`src/rtl/rotate_step_sequencer.sv`:
```
// Multi-pass front-end for a narrow combinational rotator: splits a rotation
// amount into steps of at most 2^STEP_W-1 and feeds each pass result back in.
//
// state  | meaning
// IDLE   | waiting for a request, o_ready high
// ROTATE | one rotator pass per clock until the remaining amount reaches zero
// DONE   | result held on o_data/o_steps until downstream takes it
module rotate_step_sequencer #(
   parameter int WIDTH  = 16,
   parameter int STEP_W = 2,
   parameter int AMT_W  = 8
) (
   input  logic              i_clk,
   input  logic              i_RESET,
   input  logic              i_valid,
   output logic              o_ready,
   input  logic [WIDTH-1:0]  i_data,
   input  logic [AMT_W-1:0]  i_amount,
   input  logic              i_dir,
   output logic [WIDTH-1:0]  o_rot_in,
   output logic [STEP_W-1:0] o_shamt,
   input  logic [WIDTH-1:0]  i_rot_right,
   input  logic [WIDTH-1:0]  i_rot_left,
   output logic              o_valid,
   input  logic              i_ready,
   output logic [WIDTH-1:0]  o_data,
   output logic [AMT_W-1:0]  o_steps
);
   localparam int LOG_W    = $clog2(WIDTH);
   localparam int MAX_STEP = (1 << STEP_W) - 1;

   typedef enum logic [1:0] {IDLE, ROTATE, DONE} state_t;

   state_t           state, state_nxt;
   logic [WIDTH-1:0] work, work_nxt;
   logic [LOG_W-1:0] remaining, remaining_nxt;
   logic [LOG_W-1:0] eff, step;
   logic             dir, dir_nxt;
   logic [AMT_W-1:0] steps, steps_nxt;

   // Amounts that are multiples of WIDTH collapse to zero here
   assign eff = i_amount[LOG_W-1:0];

   always_comb begin
      if (int'(remaining) > MAX_STEP) step = LOG_W'(MAX_STEP);
      else                            step = remaining;
   end

   always_ff @(posedge i_clk or posedge i_RESET) begin
      if (i_RESET) begin
         state     <= IDLE;
         work      <= '0;
         remaining <= '0;
         dir       <= 1'b0;
         steps     <= '0;
      end else begin
         state     <= state_nxt;
         work      <= work_nxt;
         remaining <= remaining_nxt;
         dir       <= dir_nxt;
         steps     <= steps_nxt;
      end
   end

   always_comb begin
      state_nxt     = state;
      work_nxt      = work;
      remaining_nxt = remaining;
      dir_nxt       = dir;
      steps_nxt     = steps;
      o_ready       = 1'b0;
      o_valid       = 1'b0;
      o_shamt       = '0;
      case (state)
         IDLE: begin
            o_ready = ~i_RESET;
            if (i_valid) begin
               work_nxt      = i_data;
               dir_nxt       = i_dir;
               remaining_nxt = eff;
               steps_nxt     = '0;
               state_nxt     = (eff == '0) ? DONE : ROTATE;
            end
         end
         ROTATE: begin
            o_shamt       = STEP_W'(step);
            work_nxt      = dir ? i_rot_left : i_rot_right;
            remaining_nxt = remaining - step;
            steps_nxt     = steps + AMT_W'(1);
            if (remaining == step) state_nxt = DONE;
         end
         DONE: begin
            o_valid = 1'b1;
            if (i_ready) state_nxt = IDLE;
         end
         default: state_nxt = IDLE;
      endcase
   end

   assign o_rot_in = work;
   assign o_data   = work;
   assign o_steps  = steps;

endmodule

```
`config.mk`:
```
export PLATFORM = sky130hd
export DESIGN_NAME = rotate_step_sequencer
export DESIGN_NICKNAME = d
export VERILOG_FILES = /design/src/rtl/rotate_step_sequencer.sv
export SDC_FILE = /design/constraint.sdc
export NUM_CORES = 1
export LEC_CHECK = 0
export CELL_PAD_IN_SITES_DETAIL_PLACEMENT = 0
export CELL_PAD_IN_SITES_GLOBAL_PLACEMENT = 1
export CORE_MARGIN = 8
export CORE_UTILIZATION = 29
export CTS_BUF_LIST = sky130_fd_sc_hd__clkbuf_4
export CTS_CLUSTER_DIAMETER = 30
export DETAILED_ROUTE_END_ITERATION = 7
export PLACE_DENSITY_LB_ADDON = 0.1
export SLEW_MARGIN = 5
export SYNTH_ARGS = -nofsm -noshare
export SYNTH_HDL_FRONTEND = slang
export SYNTH_SLANG_ARGS = --single-unit
```
`constraint.sdc`:
```
create_clock -name i_clk -period 1.6 [get_ports i_clk]
set_input_delay 0.24 -clock i_clk [delete_from_list [all_inputs] [get_ports i_clk]]
set_output_delay 0.24 -clock i_clk [all_outputs]
set_load 0.02 [all_outputs]
```
Word-level counts from Yosys, hierarchy flattened
Cells that the tools add are included.
W data, S select, Z words.
{"block": "word_totals", "in_bits": 61, "word_cells": 37, "regBits": 31, "out_inout_bits": 44}
{"block": "op_classes", "mux": 16, "addsub": 2, "magnitude_cmp": 1, "n_reduce_logical": 6, "eq_ne": 6, "n_bitwise": 1}
{"operator": "$mux W16", "count": 2}
{"operator": "$pmux W16 S2", "count": 1}
{"operator": "$pmux W8 S2", "count": 1}
{"operator": "$mux W2", "count": 5}
{"operator": "$add A8 B1 Y8 const B", "count": 1}
{"operator": "$mux W4", "count": 2}
{"operator": "$mux W8", "count": 1}
{"operator": "$pmux W4 S2", "count": 1}
{"operator": "$ne A2 B2 Y1 const B", "count": 3}
{"operator": "$pmux W2 S3", "count": 1}
{"operator": "$eq A4 B4 Y1", "count": 1}
{"operator": "$gt A4 B2 Y1 const B", "count": 1}
{"operator": "$logic_not A4 Y1", "count": 1}
{"operator": "$reduce_and A2 Y1", "count": 2}
{"operator": "$sub A4 B4 Y4", "count": 1}
{"operator": "$reduce_and A3 Y1", "count": 1}
{"operator": "$eq A2 B1 Y1 const B", "count": 1}
{"operator": "$eq A2 B2 Y1 const B", "count": 1}
{"operator": "$logic_not A2 Y1", "count": 1}
{"operator": "$mux W1", "count": 2}
{"operator": "$reduce_bool A2 Y1", "count": 1}
{"operator": "$not A1 Y1", "count": 1}

Longest topological paths before layout
Gate-level depths: netlist of the first run.
{"block": "logic_depth", "depth_word": 5, "ltp_mapped": 6, "ltp_nobuf": 6}

Worst setup path after synthesis of the first run
OpenSTA, ideal clock, no wires.
{"block": "synth_timing", "path_kind": "register to output", "start": "reg state[0]", "end": "out o_ready", "path_stages_with_launch": 5, "arrival_ps": 1337, "n_path_buf": 3, "slack_ps": 23, "cell_sequence": "dfrtp_1 -> buf_2 -> buf_2 -> buf_2 -> nor3_1"}
{"block": "synth_between", "elab_chain_len": 2}
{"element": "start, declared", "line_no": "34", "rtl": "state_t state, state_nxt;"}
{"element": "start signal, assigned", "line_no": "57", "rtl": "state <= state_nxt;"}
{"element": "$logic_not A2 Y1", "line_no": "74", "rtl": "case (state)"}
{"element": "$mux W1", "line_no": "74"}
{"element": "end, declared", "line_no": "16", "rtl": "output logic o_ready,"}
Every way passes these cells.

Worst setup path in the final report of the first run
{"block": "layout_timing", "start": "reg state[1]", "end": "out o_shamt[0]"}
{"block": "layout_between", "elab_chain_len": 2}
{"element": "$eq A2 B1 Y1", "line_no": "74"}
{"element": "$mux W2", "line_no": "74"}
{"element": "end, declared", "line_no": "21", "rtl": "output logic [STEP_W-1:0] o_shamt,"}
Every way passes these cells.

==> impl_summary.md, run 1 <==
Worst setup path
The number of cells on the worst reg-to-reg path is 5. Counting both buffers and inverters, the worst setup path holds a total of 1. The launch point of the worst path is state[1]$_DFFE_PP0P_. Following the worst setup path forward leads to its endpoint at o_shamt[0]. On the critical path, the stage with the largest delay is an instance of sky130_fd_sc_hd__dfrtp_1. The startpoint type of the worst setup path is a flip-flop. The signal on the critical path passes through and2b_1 > o31a_1 > buf_6. Counting buffers and inverters, the worst setup path is 3 cells deep. The worst endpoint required time is 1360 ps. The delay of the slowest cell on the worst path is 440 ps. The critical path is of the flip-flop to output pin type. Data arrives at the worst endpoint at 1310 ps.

In this run the register-to-register setup slack is 90 ps. The type of element capturing the critical path is an output pin. The worst reg2reg path endpoint is o_steps[4]$_DFFE_PP0P_. The kind of cell adding the most delay to the critical path is flip-flops. The peak fanout along the critical path is 3. In this run the critical register-to-register path is launched from state[1]$_DFFE_PP0P_.

Placement
OpenSTA, run right after detailed placement, puts the worst setup slack at -127 ps. Port buffering added 100 buffers. The half-perimeter wire length of the detailed placement result is 4.75 mm.

Routability-driven placement finished with a final weighted congestion of 0.777.

Detailed routing
The post-route antenna net violation count is 0. The via density per instance is 4.86. The final routed wire length divided by cell count is 16.7 um. Wires add up to 6.03 mm. The detailed router placed 1753 vias in this run.

The first routing iteration left 65 violations. The first detailed-routing pass took 6 iterations. After detailed routing, the number of remaining DRC violations is 0.

Timing
The remaining max-slew budget at the tightest pin is 72.8%. The part of the cycle the worst path needs is 96.7%. Derived from the worst setup path, the maximum achievable clock frequency is 647 MHz.

For the pin with the worst max-slew slack, the measured transition is 408 ps. The final count of negative-setup-slack endpoints is 0. Setup repair after global routing could not meet its margin everywhere. The number of hold violations in the final report is 0.

The max-slew violation count is 0. The final worst-path setup slack is 53.4 ps. Counting I/O delays and the setup requirement, the final critical path takes 1550 ps.

The worst clock skew is 18.0 ps.

Min path
The path class of the lowest-slack min-delay path is input port to async pin.

Floorplan
The overall die height is 97.0 um. The floorplan step set the die width to 97.0 um. The initial core utilization is 29.9%. The placement row count is 29. The floorplan step defined a die boundary enclosing 0.00940 mm^2. The core area is 0.00635 mm^2.

The number of ports placed on the die boundary is 105.

CTS
The number of clock buffers added by TritonCTS is 5. Counting every sink on the clock net gives 31. The clock insertion delay at the later pin of the skew report is 340 ps. The clock-pin slew on the worst setup and hold paths is 110 ps. The count of hold buffers inserted by post-cts repair is 0. The maximum buffer depth of the clock tree is 2.

The clock tree root driver cell is sky130_fd_sc_hd__clkbuf_4. The number of levels in the clock H-tree is 2. TritonCTS built the clock tree.

GRT
Entering global routing, the biggest net connects 22 pins. The first global-routing pass estimated 9.89 mm of wire. For this run the aggregate overflow at the end of global routing stands at 0. The number of global-route vias before repair is 1910. The number of antenna violations at the first check in global routing came to 0. In the global route stage, overall resource usage came out at 12.7%.

Power and ir drop
IR analysis of the VDD net gives a maximum drop of 792 uV. The analysis attributes to cell leakage a power of 0.00146 uW. The total power after layout is 5660 uW. For this design the ratio of total power to cell area is 1850 mW/mm^2.

Yosys
After synthesis, the mean cell area works out to 10.2 um^2. The synthesized instance count is 186. The sequential share of the synthesized area is 40.8%. The number of storage elements in the synthesis netlist is 31. The share of the synthesized area in the top cell type is 40.8%.

The number of nets handed over by synthesis was 249. The number of warning messages in the yosys log is 0. The distinct cell type count of the synthesized netlist is 35. In the synthesized netlist the dominant register cell turns out to be sky130_fd_sc_hd__dfrtp_1. The cell area after synthesis is 0.00190 mm^2. Sorting the synthesized cells by area gives the leading types as sky130_fd_sc_hd__dfrtp_1 (41%), sky130_fd_sc_hd__mux2i_1 (11%), sky130_fd_sc_hd__o22a_1 (7.4%). The number of flops mapped to enable cells by yosys is 0. Summed over all instances, the cell type with the most area after synthesis is sky130_fd_sc_hd__dfrtp_1. By count the netlist is led by sky130_fd_sc_hd__dfrtp_1 (31), sky130_fd_sc_hd__mux2i_1 (21), sky130_fd_sc_hd__a21oi_1 (18), sky130_fd_sc_hd__buf_4 (17). The fraction of synthesis flops using an asynchronous set or reset pin is 100%. The most common cell in the synthesized netlist is sky130_fd_sc_hd__dfrtp_1.

Layout
The area overhead of the layout relative to synthesis is 61.1%. 0 antenna diodes ended up in the layout. Of the cells placed in the final design, the portion with a size suffix greater than 1 is 14.8%.

The net count reported at finish is 346.

Outcome
The flow ran to the end, and the final reports show no timing, DRC or antenna violations.

Job
The tool flagged a number of max-cap violations equal to 0.
==> flip-flops by register name, summed over array words and instances (netlist names) <==
signal and flops:
o_data 16, o_steps 8, remaining 4, state 2, dir 1
==> through the flow <==
| step | TNS, ps | std cells | hold slack [ps] | area, um^2 | util [%] |
|---|---|---|---|---|---|
| 4_1_cts | 0 | 360 | 248 | 2990 | 47.1 |
| 2_1_floorplan | 0 | 186 | 344 | 1900 | - |
| 6_report | 0 | 361 | 244 | 3060 | 48.2 |
| 3_5_place_dp | -654 | 352 | 482 | 2960 | 46.5 |
| 3_3_place_gp | -665 | 352 | 478 | 2960 | 46.5 |
| 5_1_grt | -79.2 | 361 | 264 | 3060 | 48.2 |
==> where the power goes <==
| group | internal, uW | switching (uW) |
|---|---|---|
| clock network | 329 | 297 |
| logic | 1750 | 1800 |
| registers | 1140 | 351 |
==> cells in the final DEF (no fill, tap or decap), types with 5 or more instances in the layout <==
cell type,n
sky130_fd_sc_hd__dfrtp_1,29
sky130_fd_sc_hd__o22a_1,16
sky130_fd_sc_hd__a21oi_1,18
sky130_fd_sc_hd__nand2_1,11
sky130_fd_sc_hd__dlygate4sd2_1,24
sky130_fd_sc_hd__clkdlybuf4s50_1,56
sky130_fd_sc_hd__clkbuf_4,5
sky130_fd_sc_hd__dlymetal6s2s_1,16
sky130_fd_sc_hd__nor3b_1,16
sky130_fd_sc_hd__mux2i_1,21
sky130_fd_sc_hd__buf_4,21
==> area by class of cell <==
class	count	area, um^2
fillers	607	3290
repair buffers	120	1170
multi-input cells	123	927
flip-flops and latches	31	778
well taps	77	96.3
clock inverters	3	43.8
clock buffers	5	37.5
inverters	2	7.51
==> routing by layer <==
| layer | wire (um) | share of wire, % | up-vias | track usage [%] |
|---|---|---|---|---|
| li1 | - | - | 863 | - |
| met1 | 2600 | 43 | 836 | 14.6 |
| met2 | 2950 | 49 | 52 | 21.1 |
| met3 | 445 | 7.4 | 2 | 5.62 |
| met4 | 31 | 0.51 | 0 | 3.20 |
| met5 | 0 | 0 | - | 0 |
==> worst min path at each step <==
| stage | endpoint | cells after the start | slack [ps] |
|---|---|---|---|
| floorplan | dir$_DFFE_PP0P_ | 1 | 340 |
| global placement | o_steps[7]$_DFFE_PP0P_ | 1 | 480 |
| finish | o_data[6]$_DFFE_PP0P_ | 2 | 240 |
| global route | o_data[6]$_DFFE_PP0P_ | 2 | 260 |
| detailed placement | o_steps[7]$_DFFE_PP0P_ | 1 | 480 |
| CTS | o_data[11]$_DFFE_PP0P_ | 2 | 250 |
==> timing repair <==
action                                  4_1_cts  5_1_grt
setup buffers                                 0        1
endpoints found under the setup margin       30       22
cloned                                        0        0
gates resized for setup                      43       24
==> kinds of logic after synthesis <==
logic type      after synthesis  share of synthesized area [%]
fa+ha+maj                     2                           1.32
buf+inv                      32                           10.8
compound gates               49                           17.8
mux                          26                           14.4
flops                        31                           40.8
simple gates                 46                           14.8
Power figures use the tool's default switching activity.
==> run 2, diff against run 1 <==
Settings changed: PLACE_DENSITY_LB_ADDON 0.1 to 0.2.
==> impl_summary.md, run 2 (synthesis gave the netlist of run 1 again) <==
Worst setup path
The worst endpoint required time is 1360 ps. Together, buffers and inverters on the worst path number 1. The most critical setup path has its startpoint at o_data[9]$_DFFE_PP0P_. The slowest cell on the critical path is sky130_fd_sc_hd__clkdlybuf4s50_1. The data arrival time of the worst path is 1300 ps.

The startpoint type of the worst setup path is a flip-flop. The number of cells on the critical path is 1. The setup path with the least slack is of type flip-flop to output pin.

Walking the worst path, the cells encountered are clkdlybuf4s50_1. The delay of the slowest cell on the worst path is 610 ps. The worst register-to-register path ends at o_steps[4]$_DFFE_PP0P_. The number of cells on the worst reg-to-reg path is 5. Across all register-to-register paths, the minimum setup slack is 100 ps. The peak fanout along the critical path is 3.

The startpoint identified for the worst register-to-register timing path is state[0]$_DFFE_PP0P_. The kind of cell adding the most delay to the critical path is buffers and inverters. The worst setup path is captured at an output pin.

Power and ir drop
The worst-case vdd ir drop is 927 uV. After layout, the design draws a total of 5410 uW. In this run the power density over the cells is 1800 mW/mm^2. The leakage power is 0.00147 uW.

Timing
The final count of negative-setup-slack endpoints is 0. Setup repair after global routing left no endpoint under its margin. At the pin with the least slew margin, the transition time is 410 ps. The part of the cycle the worst path needs is 96.3%. Measured against its own limit, the worst slew margin works out to 72.7%. Based on the critical path, the design can be clocked at up to 649 MHz. The routed design could run at a clock period as short as 1540 ps.

Across the routed clock network, the largest skew measured is 11.1 ps. The number of hold violations in the final report came to 0. The max-slew violation count was 0.

CTS
The clock tree from TritonCTS is built. The number of levels in the clock H-tree is 2. The clock insertion delay at the later pin of the skew report is 320 ps. The TritonCTS buffer count is 5. In this run the deepest clock path goes through 2 buffers. After clock tree synthesis, the clock-pin slew on the worst setup and hold paths is 100 ps. The clock net sink count is 31.

The clock tree root driver cell is sky130_fd_sc_hd__clkbuf_4. The count of hold buffers inserted by post-cts repair is 0.

Floorplan
The die covers 0.00940 mm^2. Measured along the x axis, the die boundary spans 97.0 um. Row generation in the floorplan step produced 29 rows. The number of ports placed on the die boundary is 105. The die is 97.0 um tall. The floorplan step defined a core boundary enclosing 0.00635 mm^2. For this configuration, the core starts out at a cell density of 29.9%.

Layout
The antenna diode count is 0. In the layout the commonest cells are sky130_fd_sc_hd__clkdlybuf4s50_1 (58), sky130_fd_sc_hd__dfrtp_1 (29), sky130_fd_sc_hd__dlymetal6s2s_1 (23). The net count of the finished layout is 340.

The final cell utilization of the core is 47.3%. The area overhead of the layout relative to synthesis is 58.2%. Leaving out fill and tap cells, the most frequent cell in the layout is sky130_fd_sc_hd__clkdlybuf4s50_1. The fraction of final layout cells sized beyond drive strength 1 is 12.6%. The flip-flop count of the largest register, all copies and words added is 16.

Detailed routing
For this block, the routed nets add up to 5.87 mm of wire. After detailed routing, the average wire length per cell comes to 16.5 um. The post-route antenna net violation count is 0. The detailed router placed 1713 vias in this run. For this run, design rule violations remaining after detail routing come to 0. The detailed-routing iteration count for the pre-antenna-repair pass is 4. The detailed router finished its first iteration with 41 violations.

The via density per instance is 4.83.

Outcome
The flow ran to the end, and the final reports show no timing, DRC or antenna violations.

Min path
The path class of the lowest-slack min-delay path is input port to async pin.

Placement
The half-perimeter wire length of the detailed placement result is 4.52 mm. The congestion estimate from routability-driven global placement came to 0.752. The total of buffers placed on input and output ports is 100.

GRT
The global-route wire length before repair is 9.87 mm. Entering global routing, the biggest net connects 32 pins. The global-route usage over all layers is 12.8%. The number of global-route vias before repair is 1947. Summed over all layers, the global routing overflow is 0.

The number of antenna violations at the first check in global routing came to 0.

Job
Across the run, the number of max-cap violations was 0.
## run 2: routing by layer
metal,track usage [%],up-vias,share of wire [%]
li1,-,847,-
met1,14.1,811,41
met2,22.1,50,51
met3,4.98,5,7.0
met4,3.43,0,0.73
met5,0,-,0
## run 2: cell type report
cell class / instances / area, um^2
multi-input cells: 123 / 922
repair buffers: 114 / 1150
well taps: 77 / 96.3
clock inverters: 3 / 15.0
flip-flops and latches: 31 / 778
clock buffers: 5 / 37.5
inverters: 2 / 7.51
fillers: 631 / 3340
## run 2: timing repair
| action | in CTS | in global routing |
|---|---|---|
| resized for setup | 33 | 25 |
| buffers inserted | 1 | 0 |
| setup endpoints to repair | 21 | 27 |
## run 2: worst max path at each step
stage and to:
4_1_cts o_data[15], 6_report o_rot_in[9], 3_3_place_gp o_ready, 5_1_grt o_shamt[1], 2_1_floorplan o_ready, 3_5_place_dp o_ready
## run 2: report_power, final
group | leakage (uW) | switching, uW | internal, uW | total, uW
sequential | 0.000370 | 350 | 1140 | 1490
clock | 0.0000347 | 260 | 163 | 424
combinational | 0.00107 | 1760 | 1740 | 3490
## run 2: per-stage QoR
stage / worst slack [ps] / area, um^2 / hold WS, ps / TNS [ps] / std cells
2_1_floorplan: 23.4 / 1900 / 344 / 0 / 186
3_3_place_gp: -76.1 / 2920 / 470 / -172 / 346
3_5_place_dp: -71.4 / 2920 / 480 / -203 / 346
4_1_cts: 0.586 / 2950 / 334 / 0 / 355
5_1_grt: 2.34 / 3010 / 362 / 0 / 355
6_report: 59.2 / 3010 / 330 / 0 / 355
==> run 3, diff against run 2 <==
Settings changed: CORE_UTILIZATION 29 to 31.
Clock period 1.6 ns to 1.8 ns, I/O delays scaled along.
==> impl_summary.md, run 3 (synthesis gave the netlist of run 1 again) <==
Outcome
The flow ran to the end, and the final reports show no timing, DRC or antenna violations.

CTS
The clock tree root driver cell is sky130_fd_sc_hd__clkbuf_4. The clock insertion delay at the later pin of the skew report is 320 ps. In this run, CTS created clock tree buffers numbering 5. The clock passes through at most 2 buffers.

Hold repair after CTS inserted 0 buffers. The tree built by TritonCTS fans out to 31 sinks. The clock-pin slew on the worst setup and hold paths is 90 ps. TritonCTS built the clock tree.

The number of levels in the clock H-tree is 2.

Floorplan
The floorplan step defined a die boundary enclosing 0.00889 mm^2. After floorplanning, the core was sized to cover 0.00592 mm^2. The die is 94.3 um wide. The placement row count is 28. The number of ports placed on the die boundary is 105. The die is 94.3 um tall.

The initial utilization of the core area, before any placement, comes to 32.1%.

Detailed routing
For this run, the detailed router's first-pass iteration total came to 4. The initial detailed-routing violation count is 44. The count of nets left with antenna violations once routing finished came out at 0. For this run, design rule violations remaining after detail routing come to 0. The routed design has 5.92 mm of wire. In the final routed layout, each cell accounts on average for 16.7 um. The via density per instance is 4.95.

The routed layout has 1754 vias.

Job
Max-cap violations in this run came to 0.

Worst setup path
The number of buffer and inverter instances along the worst setup path is 1. The critical path is of the flip-flop to output pin type. For this run, the slowest stage of the critical path takes 410 ps.

The startpoint type of the worst setup path is a flip-flop. The slowest cell on the critical path is sky130_fd_sc_hd__dfrtp_1. The worst endpoint required time is 1530 ps.

The critical path goes through and2b_1 > o31a_1 > dlygate4sd2_1. The type of element capturing the critical path is an output pin. The data arrival time of the worst path is 1450 ps. On the critical path the largest part of the delay comes from flip-flops. The peak fanout along the critical path is 4.

Layout
The antenna diode count is 0. In the layout the commonest cells are sky130_fd_sc_hd__clkdlybuf4s50_1 (96), sky130_fd_sc_hd__dfrtp_1 (30), sky130_fd_sc_hd__mux2i_1 (21). Cells fill 50.3% of the core in the end. The register with the most flip-flops in the layout has 16 of them. The most common library cell in the layout ignoring fill and taps is sky130_fd_sc_hd__clkdlybuf4s50_1. The area overhead of the layout relative to synthesis is 56.8%. The fraction of final layout cells sized beyond drive strength 1 is 10.8%. For this run, the post-layout net count is 343.

Power and ir drop
In this run the static leakage power is 0.00125 uW. The power density of the placed cells is 1680 mW/mm^2. The worst-case vdd ir drop is 768 uV.

Placement
Routability-driven placement finished with a final weighted congestion of 0.753. The total of buffers placed on input and output ports is 100. After legalization and detailed placement, the total HPWL measured 4.64 mm.

GRT
Summed over all layers, the global routing overflow is 0. Global routing used 13.4% of the available tracks across all layers. The number of antenna violations at the first check in global routing is 0. Entering global routing, the biggest net connects 32 pins. The number of global-route vias before repair is 1905. The global-route wire length before repair is 9.42 mm.

Timing
Setup repair after global routing left no endpoint under its margin. Counting I/O delays and the setup requirement, the final critical path takes 1720 ps. The part of the cycle the worst path needs is 95.8%. The max-slew violation count was 0. Derived from the worst setup path, the maximum achievable clock frequency is 580 MHz. The number of hold violations in the final report is 0. The worst clock skew is 5.06 ps. Summed over all failing endpoints, the final setup total negative slack is 0 ps. The tightest hold margin is 377 ps. At the pin with the least slew margin, the transition time is 410 ps. The remaining max-slew budget at the tightest pin is 72.4%. The final count of negative-setup-slack endpoints is 0.

Min path
In this run the worst hold path is classified as input port to async pin.
-- run 3: cell types whose count changed in the layout (fill, tap and decap cells not counted), moves of 3 or more --
cell                              before  now
sky130_fd_sc_hd__clkdlybuf4s50_1      58   96
sky130_fd_sc_hd__dlymetal6s2s_1       23    0
sky130_fd_sc_hd__dlygate4sd2_1        15    2
sky130_fd_sc_hd__buf_2                 4    0
sky130_fd_sc_hd__buf_4                12   16
sky130_fd_sc_hd__clkinv_2              3    0
-- run 3: per-layer routing --
layer	up-vias	routed length, um	part of all wire [%]	track usage (%)
li1	854	-	-	-
met1	829	2510	42	15.6
met2	66	2800	47	21.6
met3	5	558	9.4	6.47
met4	0	53	0.89	3.17
met5	-	0	0	0
-- run 3: stage by stage --
stage          cell area [um^2]  power, uW  setup WS (ps)  cells
6_report                   2980       5000           75.7    354
3_3_place_gp               2920       4630           54.6    347
2_1_floorplan              1900       3400            193    186
3_5_place_dp               2920       4650           34.0    347
4_1_cts                    2960       5020           46.1    353
5_1_grt                    2980       5350           1.46    354
-- run 3: what timing repair did --
action,CTS,global route
buffers inserted,0,1
endpoints found under the setup margin,4,3
resized for setup,5,3
-- run 3: area by class of cell --
cell class / count / area [um^2]
Fill cell: 572 / 2940
Sequential cell: 31 / 777
Timing Repair Buffer: 117 / 1140
Tap cell: 75 / 93.8
Clock buffer: 6 / 45.0
Multi-Input combinational cell: 123 / 920
Inverter: 2 / 7.51
-- run 3: final timing paths --
check / from / end / slack (ps) / depth (start not counted)
min in group i_clk: o_steps[7]$_DFFE_PP0P_ / o_steps[7]$_DFFE_PP0P_ / 480 / 1
max reg2reg: state[0]$_DFFE_PP0P_ / remaining[3]$_DFFE_PP0P_ / 220 / 4
max: state[1]$_DFFE_PP0P_ / o_shamt[0] / 80 / 3
min reg2reg: o_steps[7]$_DFFE_PP0P_ / o_steps[7]$_DFFE_PP0P_ / 480 / 1
max in group asynchronous: i_RESET / state[0]$_DFFE_PP0P_ / 1100 / 3
min: i_RESET / o_data[6]$_DFFE_PP0P_ / 380 / 3
-- run 3: tightest hold or removal path, cell delays in order --
cell	delay, ps
sky130_fd_sc_hd__clkdlybuf4s50_1	430
sky130_fd_sc_hd__inv_1	60
sky130_fd_sc_hd__buf_4	370
-- run 3: where the power goes --
group          internal (uW)  switching (uW)  total (uW)
clock network            154             223         377
registers               1010             300        1310
logic                   1710            1600        3310
total                   2880            2120        5000
